[config.mk]
export PLATFORM = sky130hd
export DESIGN_NAME = plc_timer_ctrl
export DESIGN_NICKNAME = d
export VERILOG_FILES = /design/src/rtl/plc_timer_pkg.sv /design/src/rtl/plc_timer_et_counter.sv /design/src/rtl/plc_timer_ctrl.sv
export SDC_FILE = /design/constraint.sdc
export NUM_CORES = 1
export LEC_CHECK = 0
export CAP_MARGIN = 0
export CORE_AREA = 2 2 82 84
export DETAILED_ROUTE_END_ITERATION = 10
export DIE_AREA = 0 0 84 86
export HOLD_SLACK_MARGIN = 0.05
export MAX_ROUTING_LAYER = met4
export PLACE_DENSITY_LB_ADDON = 0.05
export SLEW_MARGIN = 20
export SYNTH_ARGS = -nofsm -noshare
export SYNTH_HDL_FRONTEND = slang
export SYNTH_HIERARCHICAL = 1
export SYNTH_SLANG_ARGS = --single-unit
[constraint.sdc]
create_clock -name CLK -period 4.4 [get_ports CLK]
set_input_delay 0.44 -clock CLK [delete_from_list [all_inputs] [get_ports CLK]]
set_output_delay 0.44 -clock CLK [all_outputs]
set_load 0.005 [all_outputs]
[src/rtl/plc_timer_pkg.sv]
// Shared encodings for the PLC timer controller: timer modes, FSM states,
// ET counter commands and the output-bit decode.
package plc_timer_pkg;

  localparam int ET_WIDTH_DEF = 16;

  typedef enum logic [1:0] {
    MODE_TON = 2'd0,
    MODE_TOF = 2'd1,
    MODE_TP  = 2'd2,
    MODE_OFF = 2'd3
  } mode_e;

  typedef enum logic [1:0] {
    ST_IDLE    = 2'd0,
    ST_ARMED   = 2'd1,
    ST_RUNNING = 2'd2,
    ST_EXPIRED = 2'd3
  } state_e;

  typedef enum logic [1:0] {
    ET_HOLD = 2'd0,
    ET_CLR  = 2'd1,
    ET_INC  = 2'd2,
    ET_LOAD = 2'd3
  } et_op_e;

  // Timer output bit as a function of mode and FSM state.
  function automatic logic q_decode(input mode_e mode, input state_e state);
    case (mode)
      MODE_TON: q_decode = (state == ST_EXPIRED);
      MODE_TOF: q_decode = (state == ST_ARMED) || (state == ST_RUNNING);
      MODE_TP:  q_decode = (state == ST_RUNNING);
      default:  q_decode = 1'b0;
    endcase
  endfunction

endpackage

[src/rtl/plc_timer_et_counter.sv]
// Elapsed-time register. Clear / increment / force-to-PT under FSM command,
// plus a terminal flag telling the FSM that the next tick reaches PT.
module plc_timer_et_counter
  import plc_timer_pkg::*;
#(
  parameter int ET_WIDTH = ET_WIDTH_DEF
) (
  input  logic                clk,
  input  logic                rst,
  input  et_op_e              op,
  input  logic [ET_WIDTH-1:0] pt,
  output logic [ET_WIDTH-1:0] et,
  output logic                terminal
);

  logic [ET_WIDTH:0] et_plus1;

  // Widened so that ET+1 compares correctly even when ET is all ones.
  assign et_plus1 = {1'b0, et} + {{ET_WIDTH{1'b0}}, 1'b1};
  assign terminal = (pt == {ET_WIDTH{1'b0}}) || (et_plus1 == {1'b0, pt});

  // ET register update under the FSM command
  always_ff @(posedge clk) begin
    if (rst) begin
      et <= {ET_WIDTH{1'b0}};
    end else begin
      case (op)
        ET_CLR:  et <= {ET_WIDTH{1'b0}};
        ET_INC:  et <= et_plus1[ET_WIDTH-1:0];
        ET_LOAD: et <= pt;
        default: et <= et;
      endcase
    end
  end

endmodule

[src/rtl/plc_timer_ctrl.sv]
// IEC 61131-3 TON / TOF / TP timer controller. Gates one external prescaler,
// counts its overflow ticks into ET and drives the timer output bit.
module plc_timer_ctrl
  import plc_timer_pkg::*;
#(
  parameter int ET_WIDTH = ET_WIDTH_DEF
) (
  input  logic                CLK,
  input  logic                CPU_Reset,
  input  logic [1:0]          TIMER_CONFIG_MODE,
  input  logic [ET_WIDTH-1:0] TIMER_CONFIG_PT,
  input  logic                CFG_WE,
  input  logic                TIMER_IN,
  input  logic                PRESCALER_OV,
  output logic                TIMER_EN,
  output logic                TIMER_Q,
  output logic [ET_WIDTH-1:0] TIMER_ET,
  output logic                TIMER_DONE
);

  localparam logic [ET_WIDTH-1:0] PT_ZERO = {ET_WIDTH{1'b0}};

  state_e              state_r, state_nxt;
  mode_e               mode_r;
  logic [ET_WIDTH-1:0] pt_r;
  logic                in_d_r, done_r, done_nxt, q_r, en_r;
  et_op_e              et_op;
  logic                terminal, tick, rise;

  // Overflows only count while the prescaler is actually enabled.
  assign tick = PRESCALER_OV && en_r;
  assign rise = TIMER_IN && !in_d_r;

  plc_timer_et_counter #(.ET_WIDTH(ET_WIDTH)) u_et (
    .clk      (CLK),
    .rst      (CPU_Reset),
    .op       (et_op),
    .pt       (pt_r),
    .et       (TIMER_ET),
    .terminal (terminal)
  );

  // Next state, ET command and DONE; IN changes take priority over ticks
  always_comb begin
    state_nxt = state_r;
    et_op     = ET_HOLD;
    done_nxt  = 1'b0;
    if (CFG_WE) begin
      state_nxt = ST_IDLE;
      et_op     = ET_CLR;
    end else begin
      case (mode_r)
        MODE_TON: begin
          if (!TIMER_IN) begin
            state_nxt = ST_IDLE;
            et_op     = ET_CLR;
          end else begin
            case (state_r)
              ST_RUNNING: begin
                if (tick && terminal) begin
                  state_nxt = ST_EXPIRED;
                  et_op     = ET_LOAD;
                  done_nxt  = 1'b1;
                end else if (tick) begin
                  et_op = ET_INC;
                end else begin
                  et_op = ET_HOLD;
                end
              end
              ST_EXPIRED: state_nxt = ST_EXPIRED;
              default: begin
                et_op = ET_CLR;
                if (pt_r == PT_ZERO) begin
                  state_nxt = ST_EXPIRED;
                  done_nxt  = 1'b1;
                end else begin
                  state_nxt = ST_RUNNING;
                end
              end
            endcase
          end
        end
        MODE_TOF: begin
          if (TIMER_IN) begin
            state_nxt = ST_ARMED;
            et_op     = ET_CLR;
          end else begin
            case (state_r)
              ST_ARMED: begin
                et_op = ET_CLR;
                if (pt_r == PT_ZERO) begin
                  state_nxt = ST_IDLE;
                  done_nxt  = 1'b1;
                end else begin
                  state_nxt = ST_RUNNING;
                end
              end
              ST_RUNNING: begin
                if (tick && terminal) begin
                  state_nxt = ST_IDLE;
                  et_op     = ET_LOAD;
                  done_nxt  = 1'b1;
                end else if (tick) begin
                  et_op = ET_INC;
                end else begin
                  et_op = ET_HOLD;
                end
              end
              // ET keeps the last expired value while idle
              default: state_nxt = ST_IDLE;
            endcase
          end
        end
        MODE_TP: begin
          case (state_r)
            ST_RUNNING: begin
              if (tick && terminal) begin
                state_nxt = TIMER_IN ? ST_EXPIRED : ST_IDLE;
                et_op     = ET_LOAD;
                done_nxt  = 1'b1;
              end else if (tick) begin
                et_op = ET_INC;
              end else begin
                et_op = ET_HOLD;
              end
            end
            ST_EXPIRED: begin
              if (!TIMER_IN) begin
                state_nxt = ST_IDLE;
                et_op     = ET_CLR;
              end else begin
                state_nxt = ST_EXPIRED;
              end
            end
            ST_IDLE: begin
              if (rise) begin
                et_op = ET_CLR;
                if (pt_r == PT_ZERO) begin
                  done_nxt = 1'b1;
                end else begin
                  state_nxt = ST_RUNNING;
                end
              end else begin
                state_nxt = ST_IDLE;
              end
            end
            default: begin
              state_nxt = ST_IDLE;
              et_op     = ET_CLR;
            end
          endcase
        end
        default: begin
          state_nxt = ST_IDLE;
          et_op     = ET_CLR;
        end
      endcase
    end
  end

  // State, configuration, edge-detect and registered output bits
  always_ff @(posedge CLK) begin
    if (CPU_Reset) begin
      state_r <= ST_IDLE;
      mode_r  <= MODE_OFF;
      pt_r    <= PT_ZERO;
      in_d_r  <= 1'b0;
      done_r  <= 1'b0;
      q_r     <= 1'b0;
      en_r    <= 1'b0;
    end else begin
      in_d_r  <= TIMER_IN;
      state_r <= state_nxt;
      done_r  <= done_nxt;
      en_r    <= (state_nxt == ST_RUNNING);
      if (CFG_WE) begin
        mode_r <= mode_e'(TIMER_CONFIG_MODE);
        pt_r   <= TIMER_CONFIG_PT;
        q_r    <= 1'b0;
      end else begin
        q_r    <= q_decode(mode_r, state_nxt);
      end
    end
  end

  assign TIMER_EN   = en_r;
  assign TIMER_Q    = q_r;
  assign TIMER_DONE = done_r;

endmodule

==> metrics.txt, run 1 <==
run status=finished, final reports clean; capturing point of the worst reg2reg path=TIMER_Q; largest area contributor in the netlist=dfxtp_1; Resized Gates After CTS=0; Max stage delay on crit path=approximately 0.52 ns; largest net degree at the start of global routing=38; Pwr Density=245 mW/mm^2; count of flip-flops with a built-in enable after synthesis=0; Global Route Usage Sum=0.220; IR drop worst, VDD=between 0.15 and 0.2 mV; total of max-cap violations=0; arrival time at the worst endpoint=about 4.0 ns; Global Route met3 Usage=0.0327; sequential fraction of the synthesis area=0.288; Min Clock Period, post-route=3.84 ns; global routing met1 resource utilization=0.308; main flop type after synthesis=dfxtp_1; sum of internal, switching and leakage power=0.812 mW; Die Area=0.00722 mm^2; count of unique library cells instantiated by Yosys=60; Least-Margin Pin Slew=0.443 ns; Clock Skew=0.0108 ns; fraction of final layout cells with drive strength greater than 1=0.0939; final worst-path cycle share=0.873; routed vias/inst=6.03; # hold bufs at CTS=0; launching point of the worst reg2reg path=u_et/et[0]; final count of pins violating max slew=0; number of buffers inserted during clock tree synthesis=5; Syn Area/Cell=approximately 8.4 um^2; Ant. Diodes=0; highest clock rate=between 0.2 and 0.3 GHz; hold endpoint=u_et/et[14]; Area contributors post-synth=dfxtp_1 (29%), mux2i_1 (6.8%), xnor2_1 (6.3%); Horiz. Die Dim=84 um; placeable core area=0.00628 mm^2; post-route cell area=0.00332 mm^2; count of antenna-violating nets left after detailed routing=0; Synth Net Count=359; list of cells traversed by the critical path=ha_1 -> and3_1 -> and4_1 -> o22ai_1 -> a2111o_1 -> o41ai_2 -> nand3_1 -> nand2_1 -> nor3_1 -> a211o_1 -> a31oi_1 -> ha_1 -> mux2i_1 -> nor2_1 -> a21oi_1 -> nor2_1; vias post-DR=2646; die extent in y=between 80 and 90 um; number of DRC markers after the initial detailed-route iteration=195; FF+latch count, synth=40; Hold Path Stages=2; worst reg-to-reg setup slack=between 0.5 and 0.6 ns; met2 track demand over resource in global routing=0.325; Clock Tree Root=clkbuf_8; residual overflow from global routing=0; type of origin of the critical path=flop; clock latency reported for the late side of the worst-skew pair=about 0.30 ns; average wire per standard cell=about 17 um; Layout Area Growth over Synthesis=19.5%; # H-tree levels=2; critical-path cell with the highest stage delay=dfxtp_1; initial standard-cell utilization of the core=0.442; cell count after synthesis=329; Top Ports=42; DP Wirelength=5.29 mm; setup repair after global routing missed its margin=false; number of global-route vias before repair=around 2500; first-pass GRT wire length=~13 mm; gpl congestion=1.04; 1st-pass router iterations=5; maximum count of clock buffers along a single path=2; final layout net count=391; final WL=7.42 mm; count of yosys warnings during synthesis=6; Synth async-reset ratio=0; number of design rule violations left after detail routing=0; TritonCTS clock tree=yes; initial antenna violation count=0; count of input and output buffers=between 40 and 50; Final TNS setup=0 ns; post-synth top area share=0.288; most heavily used metal layer in global routing=met2; worst hold path type=reg2reg; final worst setup slack=0.558 ns; number of hold-slack violations in the final timing report=0; number of buffers inserted to repair setup after CTS=0; worst hold path startpoint=pt_r[14]; critical path peak fanout=9; data required time at the worst endpoint=4.60 ns; LEAKAGE=1.23 nW; floorplan row count=29; total clock sinks=40; Post-Route Utilization=0.529; final count of negative-setup-slack endpoints=0; CP Capture Type=flop; worst-case headroom to the max-slew limit=0.703; classification of the worst setup path=reg2reg; clk slew on worst S/H paths=0.09 ns; placed cell areas=0.00321 mm^2; worst setup slack before clock tree synthesis=0.616 ns; count of fill cells added during filler insertion=614; post-synthesis instance area=0.00278 mm^2; Worst R2R Path Depth=16
kinds of logic after synthesis:
group	synth area share
simple gates	0.283
compound gates	0.183
flops	0.288
xor+xnor	0.0915
buf+inv	0.0505
mux	0.0726
fa+ha+maj	0.0315
worst max-delay path, delay by kind of cell (launching register included):
family,cells,cell delay [ns]
AO/OA/AOI/OAI,6,1.41
flip-flops,1,0.52
AND/OR/NAND/NOR,7,1.12
multiplexers,1,0.13
adder cells (fa/ha/maj),2,0.57
sequential cells by signal (all words and copies together) (netlist names):
signal and cells:
pt_r 16, u_et/et 16, mode_r 2, state_r 2, TIMER_DONE 1, TIMER_EN 1
TIMER_Q 1, in_d_r 1
stage by stage:
| step | hold slack (ns) | instances |
|---|---|---|
| floorplan | 0.481 | 329 |
| global placement | 0.564 | 431 |
| detailed placement | 0.572 | 431 |
| CTS | 0.583 | 439 |
| global route | 0.621 | 439 |
| finish | 0.582 | 439 |
routing by layer:
metal,share of wire,wire [um]
met5,0,0
met1,0.50,3690
met3,0.053,396
met2,0.43,3220
met4,0.015,114
placed cells by master, fill, tap and decap left out, types with 7 or more instances in the layout:
cell type | netlist | final
clkdlybuf4s50_1 | 0 | 41
dfxtp_1 | 40 | 40
nor2_1 | 40 | 40
xnor2_1 | 20 | 20
mux2i_1 | 19 | 19
nand2_1 | 17 | 17
a21oi_1 | 14 | 14
o21ai_0 | 12 | 12
a31oi_1 | 11 | 11
nand4_1 | 10 | 10
a22oi_1 | 10 | 10
nand3_1 | 9 | 9
xor2_1 | 9 | 9
nor3_1 | 8 | 8
nor2b_1 | 7 | 7
ha_1 | 7 | 7
nor4_1 | 7 | 7
power by group:
group | switching [mW] | total (mW) | internal, mW
logic | 0.0506 | 0.110 | 0.0589
clock network | 0.139 | 0.307 | 0.168
registers | 0.0227 | 0.395 | 0.372
total | 0.213 | 0.812 | 0.599
layout make-up:
cell class | count | area, um^2 | area share
Sequential cell | 40 | 801 | 0.241
Tap cell | 77 | 96.3 | 0.0290
Inverter | 5 | 18.8 | 0.00566
Multi-Input combinational cell | 262 | 1840 | 0.553
Clock buffer | 5 | 68.8 | 0.0207
Clock inverter | 3 | 42.5 | 0.0128
Timing Repair Buffer | 47 | 455 | 0.137
worst max-delay path by stage:
stage	cells past startpoint	endpoint	slack [ns]	start
6_report	16	TIMER_Q	0.56	u_et/et[0]
3_5_place_dp	16	TIMER_Q	0.62	u_et/et[0]
5_1_grt	16	TIMER_Q	0.28	u_et/et[0]
4_1_cts	16	TIMER_Q	0.58	u_et/et[0]
3_3_place_gp	16	TIMER_Q	0.72	u_et/et[0]
2_1_floorplan	16	u_et/et[11]	0.85	u_et/et[0]
synthesized netlist by cell type, types with 2 or more instances:
library cell	number
nor3_1	8
o21bai_1	2
o21a_1	4
buf_6	3
and3_1	2
mux2i_1	19
nor3b_1	3
nor4_1	7
nand2b_1	2
o22ai_1	2
and4_1	6
a2111o_1	2
nand3b_1	2
clkbuf_2	2
dfxtp_1	40
o21ai_0	12
nor2b_1	7
a211o_1	3
a22oi_1	10
a21boi_0	2
xor2_1	9
nand4_1	10
or4_4	4
buf_2	5
a21o_2	2
inv_1	5
buf_4	2
a31oi_1	11
xnor2_1	20
nor2_1	40
a21oi_1	14
clkbuf_1	9
nor2_4	2
o2111ai_1	2
nand3_1	9
ha_1	7
nand2_1	17
(Power assumes the default switching activity.)
==> inputs of run 2 (changes only) <==
--- a/config.mk
+++ b/config.mk
@@ -9,6 +9,7 @@
 export CORE_AREA = 2 2 82 84
 export DETAILED_ROUTE_END_ITERATION = 10
 export DIE_AREA = 0 0 84 86
+export GPL_ROUTABILITY_DRIVEN = 0
 export HOLD_SLACK_MARGIN = 0.05
 export MAX_ROUTING_LAYER = met4
 export PLACE_DENSITY_LB_ADDON = 0.05
==> metrics.txt, run 2 (synthesis gave the netlist of run 1 again) <==
critical path peak fanout=9 (unchanged); sum of internal, switching and leakage power=0.763 mW (-6.0%); largest net degree at the start of global routing=38 (unchanged); initial standard-cell utilization of the core=0.442 (unchanged); count of antenna-violating nets left after detailed routing=0 (unchanged); commonest cells after routing, fill and taps aside=clkdlybuf4s50_1 (41), dfxtp_1 (40), nor2_1 (40), xnor2_1 (20), mux2i_1 (19); initial antenna violation count=0 (unchanged); residual overflow from global routing=0 (unchanged); list of cells traversed by the critical path=ha_1 -> and3_1 -> and4_1 -> o22ai_1 -> a2111o_1 -> o41ai_2 -> nand3_1 -> nand2_1 -> nor3_1 -> a211o_1 -> a31oi_1 -> ha_1 -> mux2i_1 -> nor2_1 -> a21oi_1 -> nor2_1; floorplan row count=29 (unchanged); average wire per standard cell=17.0 um (+0.66%); first-pass GRT wire length=12.5 mm (-0.22%); data required time at the worst endpoint=4.60 ns (about the same); number of hold-slack violations in the final timing report=0 (unchanged); final worst-path cycle share=0.874 (about the same); Max stage delay on crit path=0.53 ns (about the same); count of fill cells added during filler insertion=612 (-0.33%); Die Area=0.00722 mm^2 (unchanged); final layout net count=391 (unchanged); final worst setup slack=0.554 ns (-0.00340 ns); final WL=7.47 mm (+0.66%); highest clock rate=0.260 GHz (about the same); arrival time at the worst endpoint=4.05 ns (about the same); Resized Gates After CTS=0 (unchanged); worst hold path type=reg2reg; clk slew on worst S/H paths=0.09 ns (about the same); registers with the highest flip-flop counts=pt_r (16), u_et/et (16); # hold bufs at CTS=0 (unchanged); TritonCTS clock tree=yes; LEAKAGE=1.22 nW (-0.78%); Ant. Diodes=0 (unchanged); family of cells with the greatest summed delay on the critical path=compound AO/OA/AOI/OAI gates; fraction of final layout cells with drive strength greater than 1=0.0939 (unchanged); worst setup slack before clock tree synthesis=0.597 ns (-0.0198 ns); total of max-cap violations=0 (unchanged); CP Capture Type=flop; Pwr Density=232 mW/mm^2 (-5.4%); final count of pins violating max slew=0 (unchanged); worst hold slack=0.584 ns (+0.00229 ns); Top Ports=42 (unchanged); Min Clock Period, post-route=3.85 ns (+0.00340 ns); clock latency reported for the late side of the worst-skew pair=0.31 ns (about the same); vias post-DR=2668 (+0.83%); number of DRC markers after the initial detailed-route iteration=302 (+55%); DP Wirelength=5.34 mm (+0.94%); critical-path cell with the highest stage delay=dfxtp_1; Final TNS setup=0 ns (unchanged); number of design rule violations left after detail routing=0 (unchanged); routed vias/inst=6.08 (+0.83%); count of input and output buffers=41 (unchanged); number of buffer and inverter stages on the critical path=0 (unchanged); classification of the worst setup path=reg2reg; IR drop worst, VDD=0.151 mV (-2.7%); worst-case headroom to the max-slew limit=0.671 (-0.0319); type of origin of the critical path=flop; most common cell after layout, fill and taps aside=clkdlybuf4s50_1; # H-tree levels=2 (unchanged); die extent in y=86 um (unchanged); placeable core area=0.00628 mm^2 (unchanged); Least-Margin Pin Slew=0.490 ns (+0.0475 ns); Global Route Usage Sum=0.221 (+0.000904); total clock sinks=40 (unchanged); number of global-route vias before repair=2490 (-1.3%); final count of negative-setup-slack endpoints=0 (unchanged); Clock Tree Root=clkbuf_8; maximum count of clock buffers along a single path=2 (unchanged); run status=finished, final reports clean; setup repair after global routing missed its margin=false; number of buffers inserted during clock tree synthesis=5 (unchanged); Layout Area Growth over Synthesis=18.7%; number of buffers inserted to repair setup after CTS=0 (unchanged); worst reg-to-reg setup slack=0.55 ns (about the same); 1st-pass router iterations=5 (unchanged); Horiz. Die Dim=84 um (unchanged); Clock Skew=0.0121 ns (+0.00131 ns)
-- run 2: cell count changes in the layout (fill, tap and decap cells not counted), sizes merged --
cell,previous run,this run
bufinv,1,0
inv,5,6
-- run 2: final cells by class --
type	count	area, um^2	area share
multi-input cells	262	1840	0.557
flip-flops and latches	40	801	0.243
repair buffers	47	455	0.138
well taps	77	96.3	0.0292
clock buffers	5	68.8	0.0209
clock inverters	3	21.3	0.00645
inverters	5	18.8	0.00569
-- run 2: routing by layer --
| layer | wire, um | vias to the layer above | track usage |
|---|---|---|---|
| met5 | 0 | - | - |
| met4 | 116 | 0 | 0.0601 |
| met3 | 445 | 12 | 0.0327 |
| met2 | 3380 | 114 | 0.349 |
| met1 | 3520 | 1276 | 0.296 |
| li1 | - | 1266 | - |
-- run 2: power by group --
part / total [mW] / switching, mW / internal (mW)
Sequential: 0.395 / 0.0225 / 0.373
Clock: 0.258 / 0.146 / 0.113
Combinational: 0.110 / 0.0512 / 0.0590
-- run 2: path summary, 6_finish.rpt --
check | endpoint | start | cells after the start
setup reg to reg | TIMER_Q | u_et/et[0] | 16
hold / removal | pt_r[3] | pt_r[3] | 2
hold reg to reg | pt_r[3] | pt_r[3] | 2
setup / recovery | TIMER_Q | u_et/et[0] | 16
-- run 2: worst reg2reg max path, cell delays in order, from the launching register on --
cell	delay, ns
dfxtp_1	0.53
ha_1	0.32
and3_1	0.36
and4_1	0.23
o22ai_1	0.08
a2111o_1	0.41
o41ai_2	0.29
nand3_1	0.21
nand2_1	0.14
nor3_1	0.05
a211o_1	0.31
a31oi_1	0.20
ha_1	0.25
mux2i_1	0.13
nor2_1	0.06
a21oi_1	0.13
nor2_1	0.05
-- run 2: metrics by stage --
step	cell area (um^2)	util	std cells
global route	3300	0.525	439
global placement	3210	0.511	431
finish	3300	0.525	439
CTS	3300	0.525	439
detailed placement	3210	0.511	431
floorplan	2780	-	329
